--- src/rtl/sr_pulse_driver.sv ---
// sr_pulse_driver: turns single-cycle set/clear requests into width-controlled,
// non-overlapping set/reset pulses for a NOR latch. Each pulse is followed by a
// guard gap, and the block tracks the expected latch state in q_model.
module sr_pulse_driver #(
  parameter int PULSE_W  = 2,
  parameter int GAP_W    = 1,
  parameter int INIT_CLR = 1
) (
  input  logic clk,
  input  logic rst,
  input  logic set_req,
  input  logic clr_req,
  output logic set,
  output logic reset,
  output logic busy,
  output logic q_model,
  output logic err_conflict,
  output logic dropped
);

  typedef enum logic [1:0] {IDLE, SET_P, RST_P, GAP} state_t;

  // Values loaded into the down-counter when a phase starts; the phase ends
  // on the edge that sees the counter at zero.
  localparam logic [7:0] PULSE_LD = 8'(PULSE_W - 1);
  localparam logic [7:0] GAP_LD   = 8'(GAP_W - 1);
  localparam logic       INIT_LD  = (INIT_CLR != 0);

  state_t     state_q, state_d;
  logic [7:0] cnt_q, cnt_d;
  logic       init_q, init_d;
  logic       set_q, set_d;
  logic       reset_q, reset_d;
  logic       busy_q, busy_d;
  logic       q_model_q, q_model_d;
  logic       err_q, err_d;
  logic       drop_q, drop_d;

  // Next-state, counter and flag computation; outputs derive from the next state
  // so that set/reset/busy are plain flops with no decode glitches.
  always_comb begin
    state_d   = state_q;
    cnt_d     = cnt_q;
    init_d    = init_q;
    q_model_d = q_model_q;
    err_d     = 1'b0;
    drop_d    = 1'b0;
    case (state_q)
      IDLE: begin
        if (init_q) begin
          // Power-up clear takes priority; anything requested alongside it is lost.
          state_d = RST_P;
          cnt_d   = PULSE_LD;
          init_d  = 1'b0;
          drop_d  = set_req | clr_req;
        end else if (set_req && !clr_req) begin
          state_d = SET_P;
          cnt_d   = PULSE_LD;
        end else if (clr_req && !set_req) begin
          state_d = RST_P;
          cnt_d   = PULSE_LD;
        end else if (set_req && clr_req) begin
          err_d = 1'b1;
        end
      end
      SET_P, RST_P: begin
        drop_d = set_req | clr_req;
        if (cnt_q == 8'd0) begin
          // Latch state is taken as settled on the edge the pulse falls.
          state_d   = GAP;
          cnt_d     = GAP_LD;
          q_model_d = (state_q == SET_P);
        end else begin
          cnt_d = cnt_q - 8'd1;
        end
      end
      GAP: begin
        drop_d = set_req | clr_req;
        if (cnt_q == 8'd0) begin
          state_d = IDLE;
        end else begin
          cnt_d = cnt_q - 8'd1;
        end
      end
      default: begin
        state_d = IDLE;
      end
    endcase
    set_d   = (state_d == SET_P);
    reset_d = (state_d == RST_P);
    busy_d  = (state_d != IDLE);
  end

  // State and registered outputs; reset clears everything without waiting for a clock.
  always_ff @(posedge clk or posedge rst) begin
    if (rst) begin
      state_q   <= IDLE;
      cnt_q     <= 8'd0;
      init_q    <= INIT_LD;
      set_q     <= 1'b0;
      reset_q   <= 1'b0;
      busy_q    <= 1'b0;
      q_model_q <= 1'b0;
      err_q     <= 1'b0;
      drop_q    <= 1'b0;
    end else begin
      state_q   <= state_d;
      cnt_q     <= cnt_d;
      init_q    <= init_d;
      set_q     <= set_d;
      reset_q   <= reset_d;
      busy_q    <= busy_d;
      q_model_q <= q_model_d;
      err_q     <= err_d;
      drop_q    <= drop_d;
    end
  end

  assign set          = set_q;
  assign reset        = reset_q;
  assign busy         = busy_q;
  assign q_model      = q_model_q;
  assign err_conflict = err_q;
  assign dropped      = drop_q;

endmodule

--- config.mk ---
export PLATFORM = sky130hd
export DESIGN_NAME = sr_pulse_driver
export DESIGN_NICKNAME = d
export VERILOG_FILES = /design/src/rtl/sr_pulse_driver.sv
export SDC_FILE = /design/constraint.sdc
export NUM_CORES = 1
export LEC_CHECK = 0
export BUFFER_PORTS_ARGS = -buffer_cell sky130_fd_sc_hd__buf_2
export CAP_MARGIN = 20
export CORE_AREA = 2 2 54 56
export DETAILED_ROUTE_END_ITERATION = 16
export DIE_AREA = 0 0 56 58
export HOLD_SLACK_MARGIN = 0.12
export PLACE_DENSITY = 0.52
export SLEW_MARGIN = 5
export SYNTH_ARGS = -nofsm -noshare
export SYNTH_HDL_FRONTEND = slang
export SYNTH_SLANG_ARGS = --single-unit
--- constraint.sdc ---
create_clock -name clk -period 4.29 [get_ports clk]
set_input_delay 1.0725 -clock clk [delete_from_list [all_inputs] [get_ports clk]]
set_output_delay 1.0725 -clock clk [all_outputs]
set_load 0.005 [all_outputs]
---- After elaboration in Yosys (flattened, before gate mapping) ----
Index checks and enable logic that the tools add are counted.
storage, ports and cells
  register bits ........................... 17
  output and inout port bits .............. 6
cells by class
  add/subtract/negate cells ............... 1
  equality and inequality tests ........... 7
  muxes and demuxes ....................... 19
  bitwise gates (word level) .............. 1
  reductions and logical operators ........ 12
operators by type and width
  cell                 number
  $mux 8               5
  $pmux 8 s3           1
  $mux 2               5
  $logic_not 8->1      1
  $sub 8x1->8 const B  1
  $eq 2x2->1 const B   3
  $mux 1               6
  $pmux 2 s3           1
  $eq 2x1->1 const B   2
  $ne 4x4->1 const B   1
  $reduce_and 2->1     2
  $logic_and 1x1->1    3
  $reduce_or 3->1      1
  $logic_not 1->1      2
  $logic_not 2->1      1
  $ne 2x2->1 const B   1
  $pmux 1 s2           1
  $reduce_bool 2->1    1
  $reduce_or 2->1      1
  $or 1x1->1           1

---- Depth between registers and ports, before layout ----
Gate-level depths: netlist of the first run.
  word-level depth ........................ 7
  depth in mapped cells ................... 7
  depth with buffers taken out ............ 6

---- Worst setup path before layout of the first run ----
No wires, ideal clock.
  kind .................................... input to register
  from .................................... input clr_req
  to ...................................... register cnt_q[6]
  setup time .............................. 0.078 ns
  arrival time ............................ 2.014 ns
  data required time ...................... 4.212 ns
  slack ................................... 2.199 ns
  stages on the path ...................... 4
  path through ............................ xor2_1 nor2_1 or4_1 a21oi_1
on the way
  word-level cells in the longest chain between the ends .. 5
ends and longest elaborated chain
  element               RTL line  text
  from (decl)           12        input logic clr_req,
  $logic_not 1->1       56        end else if (set_req && !clr_req) begin
  $logic_and 1x1->1     56
  $mux 8                56
  $mux 8                50        if (init_q) begin
  $pmux 8 s3            48        case (state_q)
  to (signal assigned)  108       cnt_q <= cnt_d;
  to (decl)             30        logic [7:0] cnt_q, cnt_d;
Several ways; a longest one is shown, not always the timed one.
A chain may end at the register's enable or synchronous reset.

---- Worst setup path in the final report of the first run ----
  from .................................... register cnt_q[0]
  to ...................................... register cnt_q[1]
on the way
  word-level cells in the longest chain between the ends .. 3
ends and longest elaborated chain
  element                                                RTL line  text
  $sub 8x1->8 / $logic_not 8->1 (equally long branches)  --
  $mux 8 (tied with other cells)                         79        if (cnt_q == 8'd0) begin
  $pmux 8 s3 / $reduce_and 2->1 (equally long branches)  --
Several ways; a longest one is shown, not always the timed one. The select of a mux whose other input is x is not followed.

==> results.json, run 1 <==
{
  "cp.required_ps": 4440,
  "gp_congestion": 0.780,
  "path_max_fanout": 9,
  "syn_inst": 103,
  "power.density_mw_per_mm2": 736,
  "cts_buffers": 3,
  "whs_ps": 486,
  "yosysWarnings": 0,
  "fin_crit_sh_pct": 50.9,
  "cts_htree_levels": 1,
  "cts.sinks": 17,
  "final_common_cell": "dfrtp_1",
  "critPathKind": "reg -> reg",
  "dieHeight_um": 58,
  "maxCapViolations": 0,
  "rsz0062_at_grt": "no",
  "skew_ps": 1.32,
  "clock_path_buffers": 2,
  "drt_iter0_markers": 24,
  "clk_pin_slew_ps": 100,
  "crit_arrival_ps": 2330,
  "worst_path_max_delay_cell": "nor3_1",
  "post-cts-setup-buffer-count": 0,
  "clk-insertion-delay-late_ps": 300,
  "setup-violations-final": 0,
  "maxSlewViolCount": 0,
  "postRouteAntennaNets": 0,
  "io_pins": 10,
  "crit_chain": "inv_1, ha_1, nor3b_2, and3_1, nor3_1, a311oi_1",
  "slew_headroom_pct": 40.4,
  "synth_area_um2": 998,
  "die-area_mm2": 0.00325,
  "syn_to_final_growth_pct": 9.90,
  "cts-root-buf": "clkbuf_4",
  "nNetsFinal": 125,
  "fmax_mhz": 458,
  "portBuffers": 9,
  "drc": 0,
  "nFillCells": 265,
  "p_leak_nw": 0.506,
  "final_cell_mix": "dfrtp_1 (16), a21oi_1 (10), inv_1 (9), buf_2 (9), nor2_1 (7)",
  "crit_family": "simple AND/OR/NAND/NOR gates",
  "vias": 807,
  "dieWidth_um": 56,
  "totalWireLength_mm": 2.05,
  "grt_pass1_vias": 792,
  "yosysSeqAreaShare_pct": 42.7,
  "tritoncts": "done",
  "netlist.top_cell.by_area": "dfrtp_1",
  "initial_core_util_pct": 37.5,
  "synth_area_leaders": "dfrtp_1 (40%), ha_1 (7.5%), a21oi_1 (5.0%)",
  "cp-end-kind": "register",
  "ys_seq_elements": 17,
  "ir_worst_vdd_mv": 0.279,
  "synth.top_cell.area_share_pct": 40.1,
  "routed_via_density": 5.57,
  "diodes": 0,
  "startpoint_type": "register",
  "grt_pass1_wl_mm": 3.63,
  "grtUsageTotal_pct": 14.3,
  "syn_avg_cell_area_um2": 9.69,
  "detail_route.wl_per_cell_um": 14.2,
  "synthDistinctLibCells": 35,
  "synth_nets": 113,
  "period_minus_slack_ps": 2180,
  "cts_hold_buf": 0,
  "grt_overflow": 0,
  "timing.setup.tns_ps": 0,
  "rows": 19,
  "worst-slew-pin-transition_ps": 887,
  "hold_class": "reg -> reg",
  "drt_pre_antenna_iters": 5,
  "max_stage_delay_ps": 770,
  "grt_max_degree": 18,
  "core_mm2": 0.00266,
  "antenna_found_initial": 0,
  "drive_above_1_share_pct": 18.4,
  "status": "finished clean",
  "dp_hpwl_mm": 1.47,
  "cts_resized": 0,
  "path_buf_inv": 1,
  "finalHoldViolations": 0
}
## per-stage QoR
stage          utilization (%)  cells  power [mW]  instance area, um^2  setup slack [ps]
6_report                  41.2    145       0.808                 1100              2110
4_1_cts                   41.2    145       0.818                 1100              2060
5_1_grt                   41.2    145       0.896                 1100              1850
3_5_place_dp              40.2    141       0.724                 1070              1760
2_1_floorplan                -    103       0.612                  998              2200
3_3_place_gp              40.2    141       0.720                 1070              1830
## metal layers
layer	global-route usage (%)	up-vias	wire [um]
li1	-	407	-
met1	19.5	382	1030
met2	22.7	13	925
met3	2.23	5	62
met4	6.12	0	39
met5	0	-	0
## layout make-up
cell class                 instances  area [um^2]  share of cell area (%)
multi-input combinational         75          527                    48.0
sequential                        17          427                    38.9
timing repair buffer               9         45.0                    4.10
tap                               31         38.8                    3.53
inverter                           9         33.8                    3.08
clock buffer                       4         26.3                    2.39
## cell families (layout without fill, tap and decap cells)
| group | after synthesis | in the layout | synth area share (%) |
|---|---|---|---|
| DFF | 17 | 17 | 42.7 |
| and+or+nand+nor | 41 | 41 | 25.8 |
| AOI/OAI and AO/OA | 26 | 26 | 17.4 |
| adders and majority gates | 6 | 6 | 7.52 |
| xor gates and xnor gates | 1 | 1 | 0.877 |
| muxes | 1 | 1 | 1.13 |
| buffers and inverters | 11 | 22 | 4.51 |
## worst register-to-register path: stages, from the launching register on
cell      delay (ps)
dfrtp_1          390
inv_1             90
ha_1             200
nor3b_2          180
and3_1           300
nor3_1           770
a311oi_1         100
## registers in the layout, summed over array words and instances, names as in the netlist
signal,flops
busy,1
q_model,1
err_conflict,1
init_q,1
dropped,1
cnt_q,8
set,1
state_q,2
reset,1
## cells in the mapped netlist
cell / n
and3_1: 3
nor3_1: 4
dfstp_2: 1
nand2_2: 1
or4_1: 4
ha_1: 6
or2_2: 2
nor2b_1: 2
o41ai_1: 3
a311oi_1: 1
o2111ai_1: 1
nand2_1: 2
inv_1: 9
xor2_1: 1
a41oi_1: 1
nor3b_2: 1
nand3b_1: 1
a2bb2oi_1: 1
dfrtp_1: 16
or3b_2: 1
nand4b_1: 2
nand3_1: 5
nor2_1: 7
nor4_4: 1
nand2b_1: 4
a222oi_1: 1
nand4_1: 1
a31o_2: 1
o21ai_0: 4
clkbuf_1: 1
o2bb2ai_1: 1
mux2_2: 1
buf_4: 1
o31ai_1: 2
a21oi_1: 10
## worst paths after layout
path,cells past startpoint,start,endpoint,slack [ps]
min in group asynchronous,2,rst,set$_DFF_PP0_,840
max in group asynchronous,2,rst,cnt_q[3]$_DFFE_PP0P_,3030
hold reg to reg,2,init_q$_DFFE_PP1P_,init_q$_DFFE_PP1P_,490
setup reg to reg,6,cnt_q[0]$_DFFE_PP0P_,cnt_q[1]$_DFFE_PP0P_,2110
hold / removal,2,init_q$_DFFE_PP1P_,init_q$_DFFE_PP1P_,490
setup / recovery,6,cnt_q[0]$_DFFE_PP0P_,cnt_q[1]$_DFFE_PP0P_,2110
## power by group
part / total (mW) / internal (mW) / switching [mW]
registers: 0.271 / 0.222 / 0.0492
logic: 0.446 / 0.189 / 0.257
clock network: 0.0912 / 0.0363 / 0.0549
total: 0.808 / 0.447 / 0.361
(Power assumes the default switching activity.)
==> run 2: changes to the inputs <==
--- a/config.mk
+++ b/config.mk
@@ -11,7 +11,7 @@
 export DETAILED_ROUTE_END_ITERATION = 16
 export DIE_AREA = 0 0 56 58
 export HOLD_SLACK_MARGIN = 0.12
-export PLACE_DENSITY = 0.52
+export PLACE_DENSITY = 0.54
 export SLEW_MARGIN = 5
 export SYNTH_ARGS = -nofsm -noshare
 export SYNTH_HDL_FRONTEND = slang
==> constraint.sdc (replaced) <==
create_clock -name clk -period 1.88 [get_ports clk]
set_input_delay 0.47 -clock clk [delete_from_list [all_inputs] [get_ports clk]]
set_output_delay 0.47 -clock clk [all_outputs]
set_load 0.005 [all_outputs]
==> run 2 against run 1 <==
  * Combinational power increased to 2.8 times the previous value
  * Sequential share of layout area fell by 2.6 points
  * Via count increased by 7.9%
  * Die area unchanged
  * Core utilization up 3.0 points
  * Global-route usage is 0.11 points higher
  * Cell count rose by 4.8%
  * Critical path depth is 1 lower
  * Count of clock-buffer cells in the layout shrank 1
  * Clock power rose by 130%
  * Worst setup slack got worse by 2000 ps
  * Wire length increased by 5.7%
  * Highest routed layer unchanged
==> results.json, run 2 (synthesized netlist as in run 1, its figures left out) <==
{
  "crit_family": "simple AND/OR/NAND/NOR gates",
  "diodes": 0,
  "slew_headroom_pct": 55.7,
  "top_layer": "met4",
  "timing.setup.tns_ps": 0,
  "status": "finished clean",
  "syn_to_final_growth_pct": 17.9,
  "grt_max_degree": 18,
  "final_common_cell": "dfrtp_1",
  "worst-slew-pin-transition_ps": 663,
  "drive_above_1_share_pct": 28.1,
  "final_cell_mix": "dfrtp_1 (16), a21oi_1 (10), buf_2 (9)",
  "fin_crit_sh_pct": 94.6,
  "power.density_mw_per_mm2": 1750,
  "finalPower_mw": 2.06,
  "cts_htree_levels": 1,
  "period_minus_slack_ps": 1780,
  "grt_overflow": 0,
  "die-area_mm2": 0.00325,
  "cts-root-buf": "clkbuf_4",
  "path_max_fanout": 5,
  "detail_route.wl_per_cell_um": 14.3,
  "cts.sinks": 17,
  "dieHeight_um": 58,
  "gp_congestion": 0.780,
  "rsz0062_at_grt": "no",
  "portBuffers": 9,
  "cp.required_ps": 2060,
  "hold_class": "in -> async",
  "p_leak_nw": 0.544,
  "nNetsFinal": 132,
  "core_mm2": 0.00266,
  "path_buf_inv": 1,
  "drt_iter0_markers": 24,
  "fmax_mhz": 563,
  "largest_reg_flops": 8,
  "finalHoldViolations": 0,
  "clock_path_buffers": 2,
  "skew_ps": 2.06,
  "crit_chain": "or4_4, o21ai_2, a222oi_1, buf_4, nand3b_1",
  "rows": 19,
  "vias": 871,
  "cts_hold_buf": 0,
  "totalWireLength_mm": 2.17,
  "drc": 0,
  "critPathKind": "reg -> reg",
  "dr_wl_met3_um": 124,
  "wl_met1_um": 979,
  "wl_met2_mm": 1.04,
  "postRouteAntennaNets": 0,
  "initial_core_util_pct": 37.5,
  "antenna_found_initial": 0,
  "startpoint_type": "register",
  "grt_pass1_vias": 805,
  "largest_register": "cnt_q",
  "drt_pre_antenna_iters": 4,
  "crit_arrival_ps": 1960,
  "max_stage_delay_ps": 600,
  "dp_hpwl_mm": 1.57,
  "clk_pin_slew_ps": 110,
  "grtUsageTotal_pct": 14.4,
  "worst_path_max_delay_cell": "or4_4",
  "top_regs": "cnt_q x8, state_q x2",
  "maxCapViolations": 0,
  "setup-violations-final": 0,
  "routed_via_density": 5.73,
  "cts_buffers": 3,
  "io_pins": 10,
  "dieWidth_um": 56,
  "ir_worst_vdd_mv": 0.719,
  "maxSlewViolCount": 0,
  "clk-insertion-delay-late_ps": 300,
  "tritoncts": "done",
  "cp-end-kind": "register",
  "grt_pass1_wl_mm": 3.64
}
==> run 2: per-layer routing <==
layer	GRT usage, %	up-vias
met5	0	-
met4	4.76	0
met1	18.4	421
met3	2.68	4
li1	-	419
met2	24.7	27
==> run 2: cell type report <==
class / count / area [um^2]
inverter: 9 / 33.8
fill: 262 / 1490
sequential: 17 / 427
multi-input combinational: 75 / 553
clock inverter: 1 / 5.00
timing repair buffer: 16 / 97.6
clock buffer: 3 / 22.5
tap: 31 / 38.8
==> run 2: timing repair <==
action,in CTS,in global routing
setup endpoints to repair,0,11
resized for setup,0,9
hold endpoints to repair,0,0
setup buffers,0,1
==> run 2: worst paths after layout <==
check                                startpoint                     end  slack (ps)  depth (start not counted)
setup / recovery           cnt_q[2]$_DFFE_PP0P_          busy$_DFF_PP0_         100                          5
hold / removal                              rst          busy$_DFF_PP0_         240                          2
setup reg to reg           cnt_q[2]$_DFFE_PP0P_          busy$_DFF_PP0_         100                          5
hold reg to reg              init_q$_DFFE_PP1P_      init_q$_DFFE_PP1P_         480                          2
max in group asynchronous                   rst    cnt_q[7]$_DFFE_PP0P_        1220                          2
min in group clk                        clr_req  err_conflict$_DFF_PP0_         460                          2
==> run 2: power breakdown <==
part | internal (mW) | switching [mW] | leakage [nW]
clock network | 0.0794 | 0.128 | 0.0177
logic | 0.579 | 0.655 | 0.309
registers | 0.506 | 0.118 | 0.217
total | 1.16 | 0.900 | 0.544
==> run 2: metrics by stage <==
| stage | hold WS [ps] | area, um^2 | worst slack, ps | util (%) | cells |
|---|---|---|---|---|---|
| 2_1_floorplan | 395 | 998 | 94.3 | - | 103 |
| 3_3_place_gp | 464 | 1120 | 111 | 41.9 | 147 |
| 3_5_place_dp | 467 | 1120 | 38.5 | 41.9 | 147 |
| 4_1_cts | 270 | 1140 | 20.0 | 43.0 | 151 |
| 5_1_grt | 305 | 1180 | 5.01 | 44.2 | 152 |
| 6_report | 243 | 1180 | 102 | 44.2 | 152 |
==> run 2: worst reg2reg max path, cell delays in order (launching register included) <==
cell,delay [ps]
dfrtp_1,470
or4_4,600
o21ai_2,170
a222oi_1,100
buf_4,170
nand3b_1,150
